===== src/rtl/goto_pkg.sv =====
// Shared widths, special state codes and FSM encoding for the goto-table lookup.
// Pulled in by the controller and its row comparator.
package goto_pkg;

  localparam int STATE_W = 8;
  localparam int CHARA_W = 4;

  localparam logic [STATE_W-1:0] ROOT_STATE = 8'h00;
  localparam logic [STATE_W-1:0] FAIL_STATE = 8'hFF;

  typedef enum logic [1:0] {
    ST_IDLE = 2'd0,
    ST_SCAN = 2'd1,
    ST_RESP = 2'd2
  } fsm_state_t;

  // A miss from the root stays at the root; any other state falls to FAIL.
  function automatic logic [STATE_W-1:0] miss_state(input logic [STATE_W-1:0] s);
    return (s == ROOT_STATE) ? ROOT_STATE : FAIL_STATE;
  endfunction

  function automatic logic [15:0] sat_inc16(input logic [15:0] v);
    return (v == 16'hFFFF) ? v : v + 16'd1;
  endfunction

endpackage


===== src/rtl/goto_entry_cmp.sv =====
// Compares one returned goto-table row against the lookup key.
// 'past' flags a row whose state is beyond the key in the ascending table.
module goto_entry_cmp
  import goto_pkg::*;
(
  input  logic [STATE_W-1:0] row_state,
  input  logic [CHARA_W-1:0] row_chara,
  input  logic [STATE_W-1:0] key_state,
  input  logic [CHARA_W-1:0] key_chara,
  output logic               hit,
  output logic               past
);

  assign hit  = (row_state == key_state) && (row_chara == key_chara);
  assign past = (row_state > key_state);

endmodule


===== src/rtl/goto_lookup_ctrl.sv =====
// Linear-scan goto-table lookup controller: walks rows from 0 against a
// one-cycle-latency RAM and returns next state with valid/ready handshakes.
module goto_lookup_ctrl
  import goto_pkg::*;
#(
  parameter int NUM_ENTRIES = 32,
  parameter int ADDR_W      = 5
) (
  input  logic                CLK,
  input  logic                RST,
  input  logic                REQ_VALID,
  output logic                REQ_READY,
  input  logic [STATE_W-1:0]  REQ_STATE,
  input  logic [CHARA_W-1:0]  REQ_CHARA,
  output logic [ADDR_W-1:0]   ADDR_G,
  input  logic [STATE_W-1:0]  RAM_CURRENT_STATE_G,
  input  logic [CHARA_W-1:0]  RAM_CHARA,
  input  logic [STATE_W-1:0]  RAM_NEXT_STATE,
  output logic                RSP_VALID,
  input  logic                RSP_READY,
  output logic                RSP_HIT,
  output logic [STATE_W-1:0]  RSP_NEXT_STATE,
  output logic [ADDR_W-1:0]   RSP_ADDR,
  output logic [15:0]         HIT_CNT,
  output logic [15:0]         MISS_CNT
);

  localparam logic [ADDR_W-1:0] LAST_IDX = ADDR_W'(NUM_ENTRIES - 1);

  fsm_state_t          state_reg, state_next;
  logic [STATE_W-1:0]  key_state_reg, key_state_next;
  logic [CHARA_W-1:0]  key_chara_reg, key_chara_next;
  logic [ADDR_W-1:0]   addr_reg, addr_next;
  logic [ADDR_W-1:0]   cmp_idx_reg, cmp_idx_next;
  logic                cmp_valid_reg, cmp_valid_next;
  logic                rsp_hit_reg, rsp_hit_next;
  logic [STATE_W-1:0]  rsp_next_state_reg, rsp_next_state_next;
  logic [ADDR_W-1:0]   rsp_addr_reg, rsp_addr_next;
  logic [15:0]         hit_cnt_reg, hit_cnt_next;
  logic [15:0]         miss_cnt_reg, miss_cnt_next;

  logic row_hit;
  logic row_past;

  goto_entry_cmp u_entry_cmp (
    .row_state (RAM_CURRENT_STATE_G),
    .row_chara (RAM_CHARA),
    .key_state (key_state_reg),
    .key_chara (key_chara_reg),
    .hit       (row_hit),
    .past      (row_past)
  );

  always_ff @(posedge CLK) begin
    if (RST) begin
      state_reg          <= ST_IDLE;
      key_state_reg      <= '0;
      key_chara_reg      <= '0;
      addr_reg           <= '0;
      cmp_idx_reg        <= '0;
      cmp_valid_reg      <= 1'b0;
      rsp_hit_reg        <= 1'b0;
      rsp_next_state_reg <= '0;
      rsp_addr_reg       <= '0;
      hit_cnt_reg        <= '0;
      miss_cnt_reg       <= '0;
    end else begin
      state_reg          <= state_next;
      key_state_reg      <= key_state_next;
      key_chara_reg      <= key_chara_next;
      addr_reg           <= addr_next;
      cmp_idx_reg        <= cmp_idx_next;
      cmp_valid_reg      <= cmp_valid_next;
      rsp_hit_reg        <= rsp_hit_next;
      rsp_next_state_reg <= rsp_next_state_next;
      rsp_addr_reg       <= rsp_addr_next;
      hit_cnt_reg        <= hit_cnt_next;
      miss_cnt_reg       <= miss_cnt_next;
    end
  end

  always_comb begin
    state_next          = state_reg;
    key_state_next      = key_state_reg;
    key_chara_next      = key_chara_reg;
    addr_next           = addr_reg;
    cmp_idx_next        = cmp_idx_reg;
    cmp_valid_next      = cmp_valid_reg;
    rsp_hit_next        = rsp_hit_reg;
    rsp_next_state_next = rsp_next_state_reg;
    rsp_addr_next       = rsp_addr_reg;
    hit_cnt_next        = hit_cnt_reg;
    miss_cnt_next       = miss_cnt_reg;

    unique case (state_reg)
      ST_IDLE: begin
        if (REQ_VALID) begin
          key_state_next = REQ_STATE;
          key_chara_next = REQ_CHARA;
          addr_next      = '0;
          cmp_valid_next = 1'b0;
          state_next     = ST_SCAN;
        end
      end

      ST_SCAN: begin
        // RAM data lags the address by one cycle, so remember which row it is.
        addr_next      = (addr_reg == LAST_IDX) ? addr_reg : addr_reg + 1'b1;
        cmp_idx_next   = addr_reg;
        cmp_valid_next = 1'b1;
        if (cmp_valid_reg) begin
          if (row_hit) begin
            rsp_hit_next        = 1'b1;
            rsp_next_state_next = RAM_NEXT_STATE;
            rsp_addr_next       = cmp_idx_reg;
            state_next          = ST_RESP;
          end else if (row_past || (cmp_idx_reg == LAST_IDX)) begin
            rsp_hit_next        = 1'b0;
            rsp_next_state_next = miss_state(key_state_reg);
            rsp_addr_next       = '0;
            state_next          = ST_RESP;
          end
        end
      end

      ST_RESP: begin
        if (RSP_READY) begin
          if (rsp_hit_reg) hit_cnt_next  = sat_inc16(hit_cnt_reg);
          else             miss_cnt_next = sat_inc16(miss_cnt_reg);
          state_next = ST_IDLE;
        end
      end

      default: state_next = ST_IDLE;
    endcase
  end

  assign REQ_READY      = (state_reg == ST_IDLE);
  assign RSP_VALID      = (state_reg == ST_RESP);
  assign ADDR_G         = addr_reg;
  assign RSP_HIT        = rsp_hit_reg;
  assign RSP_NEXT_STATE = rsp_next_state_reg;
  assign RSP_ADDR       = rsp_addr_reg;
  assign HIT_CNT        = hit_cnt_reg;
  assign MISS_CNT       = miss_cnt_reg;

endmodule


===== config.mk =====
export PLATFORM = sky130hd
export DESIGN_NAME = goto_lookup_ctrl
export DESIGN_NICKNAME = d
export VERILOG_FILES = /design/src/rtl/goto_pkg.sv /design/src/rtl/goto_entry_cmp.sv /design/src/rtl/goto_lookup_ctrl.sv
export SDC_FILE = /design/constraint.sdc
export NUM_CORES = 1
export LEC_CHECK = 0
export ABC_AREA = 1
export ABC_CLOCK_PERIOD_IN_PS = 2600
export BUFFER_PORTS_ARGS = -buffer_cell sky130_fd_sc_hd__buf_2
export CAP_MARGIN = 0
export CELL_PAD_IN_SITES_DETAIL_PLACEMENT = 1
export CELL_PAD_IN_SITES_GLOBAL_PLACEMENT = 1
export CORE_ASPECT_RATIO = 0.7
export CORE_MARGIN = 10
export CORE_UTILIZATION = 38
export DETAILED_ROUTE_END_ITERATION = 7
export GPL_TIMING_DRIVEN = 0
export PLACE_DENSITY = 0.91
export SLEW_MARGIN = 15
export SYNTH_ARGS = -nofsm -noshare
export SYNTH_HDL_FRONTEND = slang
export SYNTH_SLANG_ARGS = --single-unit

===== constraint.sdc =====
create_clock -name CLK -period 2.6 [get_ports CLK]
set_input_delay 0.65 -clock CLK [delete_from_list [all_inputs] [get_ports CLK]]
set_output_delay 0.65 -clock CLK [all_outputs]
set_load 0.02 [all_outputs]

==> results of run 1 <==
power by group:
group,internal (mW),switching [mW],total [mW]
Clock,0.857,0.460,1.32
Sequential,1.13,0.0287,1.16
Combinational,0.107,0.209,0.315
Total,2.09,0.697,2.79
logic make-up after synthesis:
group,Yosys count
compound gates,82
xor+xnor,19
fa+ha+maj,12
buf+inv,78
flops,71
simple gates,254
routing by layer:
| layer | vias to the layer above | track usage | part of all wire |
|---|---|---|---|
| li1 | 1860 | - | - |
| met1 | 1781 | 0.203 | 0.45 |
| met2 | 95 | 0.292 | 0.47 |
| met3 | 19 | 0.0672 | 0.075 |
| met4 | 0 | 0.0363 | 0.013 |
| met5 | - | 0 | 0 |
placed cells by master (no fill, tap or decap), types with 3 or more instances in the layout:
cell type    n
buf_2       91
xor2_1       9
nand4_1     15
nand2_2      4
inv_2        6
nor2_1      55
a21oi_1     44
nand3_1     31
clkbuf_1    10
dfxtp_1     71
nor3_1      12
xnor2_1     10
o21ai_0     26
buf_6        3
inv_1       55
ha_1        12
o21ai_1      4
clkbuf_16    9
o21a_1       4
nand2_1    120
nor2_4       4
worst register-to-register path: cells and delay by family (launching register included):
| kind | cells | cell delay, ns |
|---|---|---|
| simple gates | 7 | 0.80 |
| fa+ha+maj | 1 | 0.29 |
| compound gates | 2 | 0.14 |
| buf+inv | 2 | 0.31 |
| flops | 1 | 0.32 |
final timing paths:
check | start | end | slack (ns) | depth (start not counted)
hold / removal | RSP_ADDR[2] | RSP_ADDR[2] | 0.46 | 2
setup reg to reg | key_state_reg[7] | RSP_ADDR[3] | 0.59 | 12
hold reg to reg | RSP_ADDR[2] | RSP_ADDR[2] | 0.46 | 2
setup / recovery | RAM_CURRENT_STATE_G[7] | RSP_ADDR[3] | 0.56 | 12
layout make-up:
class	instances	area, um2	share of cell area
plain buffers	17	95.1	0.0207
repair buffers	87	435	0.0950
inverters	61	229	0.0499
clock buffers	11	243	0.0529
flip-flops and latches	71	1420	0.310
multi-input cells	367	1940	0.422
well taps	124	155	0.0338
clock inverters	4	70.1	0.0153
per-stage QoR:
step	power [mW]	util	cells	hold WS (ns)	area, um2
finish	2.79	0.496	742	0.460	4590
global placement	1.48	0.462	727	0.450	4270
detailed placement	1.50	0.462	727	0.457	4270
global route	2.92	0.496	742	0.497	4590
floorplan	1.38	-	516	0.465	3680
CTS	2.83	0.496	742	0.464	4590
==> impl_results.md, run 1 <==
* Run status: completed
* Largest delay share family, worst path: simple AND/OR/NAND/NOR gates
* Post-DP HPWL at 9250 um
* Routed wire length at 11900 um
* Slew Limit Fails at 0
* Data required time of the critical path at 2.79 ns
* Drt wl/cell at 16.0 um
* Post-synthesis cell area at 3680 um2
* Die H at 102 um
* # IOs at 89
* Adder-cell share of the synthesized area at 0.0408
* Die width at 138 um
* Clk_lat worst skew at 0.34 ns
* PostCTS Resize Cnt at 0
* Most Frequent Cell on Critical Path: nand2_1
* Buffers on Ports at 87
* Top cell type by total area after synthesis: dfxtp_1
* Leakage at 2.01 nW
* Distinct cells, synth at 34
* Max Cap Violations at 0
* # fillers at 1237
* Mux share of post-synthesis cell area at 0
* Hold Violations, Final at 0
* XOR/XNOR Fraction of Synth Area at 0.0452
* Post-synth net total at 564
* Hold WC Path Type: reg2reg
* Remaining global-route overflow at 0
* DRC at 0
* Initial DRT Pass Iterations at 4
* Post-CTS Setup Bufs at 0
* CTS sink count at 71
* Fmax at 490 MHz
* ANT nets after route at 0
* EDFF count, synth at 0
* CP cell instances: buf_2, ha_1, nand2_1, nor2_2, nand2_2, nor2_2, a21oi_1, nand2_1, nand3_2, buf_2, nand2_1, a21oi_1
* Measured slew at the worst slew-check pin at 0.643 ns
* RSZ-0062 raised after global routing: no
* Crit path kind: in2reg
* Dpl ws at 0.207 ns
* Area added between synthesis and finish at 24.5%
* Crit path buf inv count at 2
* Final GP Congestion at 0.843
* Reg clk slew, reported paths at 0.05 ns
* Die area at 14100 um2
* Clock Skews at 0.00415 ns
* Final worst setup slack at 0.558 ns
* Crit. End Element: flop
* First-pass GRT wire length at 19400 um
* Worst-case clock buffer depth at 2
* Initial antenna violation count at 0
* Vias in the first global route at 4018
* Worst slew margin at 0.571
* Synth Area in Compound Gates at 0.119
* Largest net degree at the start of global routing at 12
* WP data arrival at 2.23 ns
* Tmin final at 2.04 ns
* Yosys reg bits at 71
* Vias per inst at 5.06
* CTS tree: done
* Core area at 9250 um2
* Synth top area share at 0.386
* Synth Area per Inst at 7.14 um2
* Ys async rst share at 0
* Cell with the most instances after synthesis: nand2_1
* H-tree levels at 3
* Main combinational cell family by area after synthesis: simple AND/OR/NAND/NOR gates
* CP max-delay cell: ha_1
* CTS Buf Count at 9
* Starting Density at 0.398
* Setup violators final at 0
* Simple-gate share of the synthesized area at 0.321
* CP peak stage delay at 0.29 ns
* Max VDD drop at 0.000364 V
* Top cells by area, synth: dfxtp_1, nand2_1, a21oi_1
* Via count at 3755
* Hold_buf cts at 0
* Yosys Warn Count at 0
* GR Util All Layers at 0.172
* Starting DRT DRC Count at 148
* Diode count at 0
* Row count at 29
* Cells after Synth at 516
* Root Buffer: clkbuf_16
* Ys flop type: dfxtp_1
* Worst setup SP type: input port
* Share of cells above drive strength 1 at 0.217
* TNS Setup at 0 ns
* PwrDens at 609 nW/um2
* Fin crit share at 0.785
* Nets at 662
* Max FO, Critical Path at 10
* Synth top cells by count: nand2_1, dfxtp_1, inv_1, nor2_1, a21oi_1
* Sequential area share after synthesis at 0.386
Power figures use the tool's default switching activity.
==> run 2: changes to the inputs <==
--- a/config.mk
+++ b/config.mk
@@ -6,17 +6,17 @@
 export NUM_CORES = 1
 export LEC_CHECK = 0
 export ABC_AREA = 1
-export ABC_CLOCK_PERIOD_IN_PS = 2600
+export ABC_CLOCK_PERIOD_IN_PS = 1790
 export BUFFER_PORTS_ARGS = -buffer_cell sky130_fd_sc_hd__buf_2
 export CAP_MARGIN = 0
 export CELL_PAD_IN_SITES_DETAIL_PLACEMENT = 1
 export CELL_PAD_IN_SITES_GLOBAL_PLACEMENT = 1
 export CORE_ASPECT_RATIO = 0.7
 export CORE_MARGIN = 10
-export CORE_UTILIZATION = 38
+export CORE_UTILIZATION = 34
 export DETAILED_ROUTE_END_ITERATION = 7
 export GPL_TIMING_DRIVEN = 0
-export PLACE_DENSITY = 0.91
+export PLACE_DENSITY = 0.87
 export SLEW_MARGIN = 15
 export SYNTH_ARGS = -nofsm -noshare
 export SYNTH_HDL_FRONTEND = slang
==> constraint.sdc (replaced) <==
create_clock -name CLK -period 1.79 [get_ports CLK]
set_input_delay 0.4475 -clock CLK [delete_from_list [all_inputs] [get_ports CLK]]
set_output_delay 0.4475 -clock CLK [all_outputs]
set_load 0.02 [all_outputs]
==> run 2 against run 1 <==
Setup slack got worse by 0.52 ns; highest routed layer unchanged; clock skew rose by 0.0032 ns; non-clock buffer count rose by 6; first-iteration DRC count rose by 22%; core utilization fell by 2.8 points; final cell count rose by 2.0%; clock power rose by 45%; global-route usage fell by 0.88 points.
==> impl_results.md, run 2 (same netlist as run 1, synthesis figures left out) <==
* Worst slew margin at 0.518
* Routed wire length at 13000 um
* Slew Limit Fails at 0
* Die H at 107 um
* GR Util All Layers at 0.163
* CTS tree: done
* CTS sink count at 71
* Vias per inst at 5.12
* Tmin final at 1.75 ns
* Initial antenna violation count at 0
* Vias in the first global route at 4036
* Filler-free cell count of the finished design at 757
* Hold Violations, Final at 0
* Dpl cells at 735
* Measured slew at the worst slew-check pin at 0.723 ns
* Max Cap Violations at 0
* WP data arrival at 2.03 ns
* Max FO, Critical Path at 4
* Share of cells above drive strength 1 at 0.304
* Root Buffer: clkbuf_16
* Final core occ at 0.468
* Register area at 1440 um2
* Clk_lat worst skew at 0.34 ns
* Post-DP HPWL at 9610 um
* Area added between synthesis and finish at 33.0%
* Hold WC Path Type: in2reg
* Crit path kind: reg2reg
* Clock Skews at 0.00738 ns
* R2r setup slk at 0.04 ns
* Nets at 668
* Diode count at 0
* Row count at 31
* Run status: completed
* RSZ-0062 raised after global routing: yes
* Initial DRT Pass Iterations at 4
* # IOs at 89
* Buffers on Ports at 87
* Max VDD drop at 0.000471 V
* H-tree levels at 3
* Fin crit share at 0.977
* Most frequent cells in the layout: nand2_1, buf_2, dfxtp_1, nor2_1, inv_1
* Starting Density at 0.352
* Die width at 144 um
* Commonest non-fill, non-tap cell in the layout: nand2_1
* Largest net degree at the start of global routing at 13
* First-pass GRT wire length at 20300 um
* TNS Setup at 0 ns
* Drt wl/cell at 17.2 um
* Reg clk slew, reported paths at 0.06 ns
* PwrDens at 853 nW/um2
* Post-placement cell area at 4280 um2
* Crit. End Element: flop
* Setup violators final at 0
* Fin area at 4900 um2
* Hold_buf cts at 0
* Core area at 10500 um2
* Remaining global-route overflow at 0
* Fmax at 572 MHz
* Via count at 3874
* DRC at 0
* CTS Buf Count at 9
* ANT nets after route at 0
* Final GP Congestion at 0.854
* Die area at 15500 um2
* Starting DRT DRC Count at 181
* Leakage at 2.09 nW
* Area of the multi-input gates at 2160 um2
* Worst-case clock buffer depth at 2
* # fillers at 1356
* Data required time of the critical path at 2.07 ns
* Worst setup SP type: flop
-- run 2: cell types whose count changed in the layout (fill, tap and decap cells not counted), sizes merged --
cell and change:
buf +6, clkinvlp +2, clkbuf -1
-- run 2: layout make-up --
type | instances | area share
Sequential cell | 71 | 0.293
Tap cell | 132 | 0.0337
Multi-Input combinational cell | 367 | 0.440
Clock inverter | 6 | 0.0174
Timing Repair Buffer | 93 | 0.0996
Clock buffer | 10 | 0.0467
Buffer | 17 | 0.0217
Inverter | 61 | 0.0478
-- run 2: critical path: stages (launching register included) --
cell	delay [ns]
dfxtp_2	0.35
inv_4	0.04
ha_4	0.26
nand2_4	0.05
nor2_4	0.13
nand2_4	0.08
nor2_4	0.12
a21oi_2	0.06
nand2_2	0.09
nand3_4	0.10
buf_6	0.15
nand2_2	0.06
nand2_1	0.06
nor2_1	0.12
-- run 2: layer usage --
layer / share of wire / vias up / wire length, um / global-route usage
met5: 0 / - / 0 / 0
met4: 0.015 / 0 / 195 / 0.0489
met3: 0.070 / 22 / 916 / 0.0538
met2: 0.47 / 112 / 6160 / 0.267
met1: 0.44 / 1861 / 5760 / 0.200
li1: - / 1879 / - / -
-- run 2: final timing paths --
check             cells after the start                end             start
setup / recovery                     13  RSP_NEXT_STATE[0]  key_state_reg[6]
hold / removal                        3   key_state_reg[1]      REQ_STATE[1]
setup reg to reg                     13  RSP_NEXT_STATE[0]  key_state_reg[6]
hold reg to reg                       2        RSP_ADDR[2]       RSP_ADDR[2]
-- run 2: report_power, final --
| part | internal [mW] | switching [mW] | total (mW) |
|---|---|---|---|
| logic | 0.206 | 0.359 | 0.566 |
| clock network | 1.22 | 0.708 | 1.92 |
| registers | 1.64 | 0.0438 | 1.69 |
-- run 2: repair_timing --
action                     in CTS  in global routing
pin swaps                       8                 12
setup endpoints to repair      15                 40
cloned                          1                  0
buffers inserted                4                  1
gates resized for setup        19                 50
-- run 2: stage by stage --
| stage | setup WS (ns) | power [mW] | hold slack [ns] |
|---|---|---|---|
| 3_5_place_dp | -0.382 | 2.18 | 0.453 |
| 2_1_floorplan | 0.00399 | 2.01 | 0.465 |
| 6_report | 0.0418 | 4.18 | 0.338 |
| 4_1_cts | 0.00155 | 4.15 | 0.336 |
| 5_1_grt | -0.0668 | 4.35 | 0.360 |
| 3_3_place_gp | -0.298 | 2.15 | 0.451 |
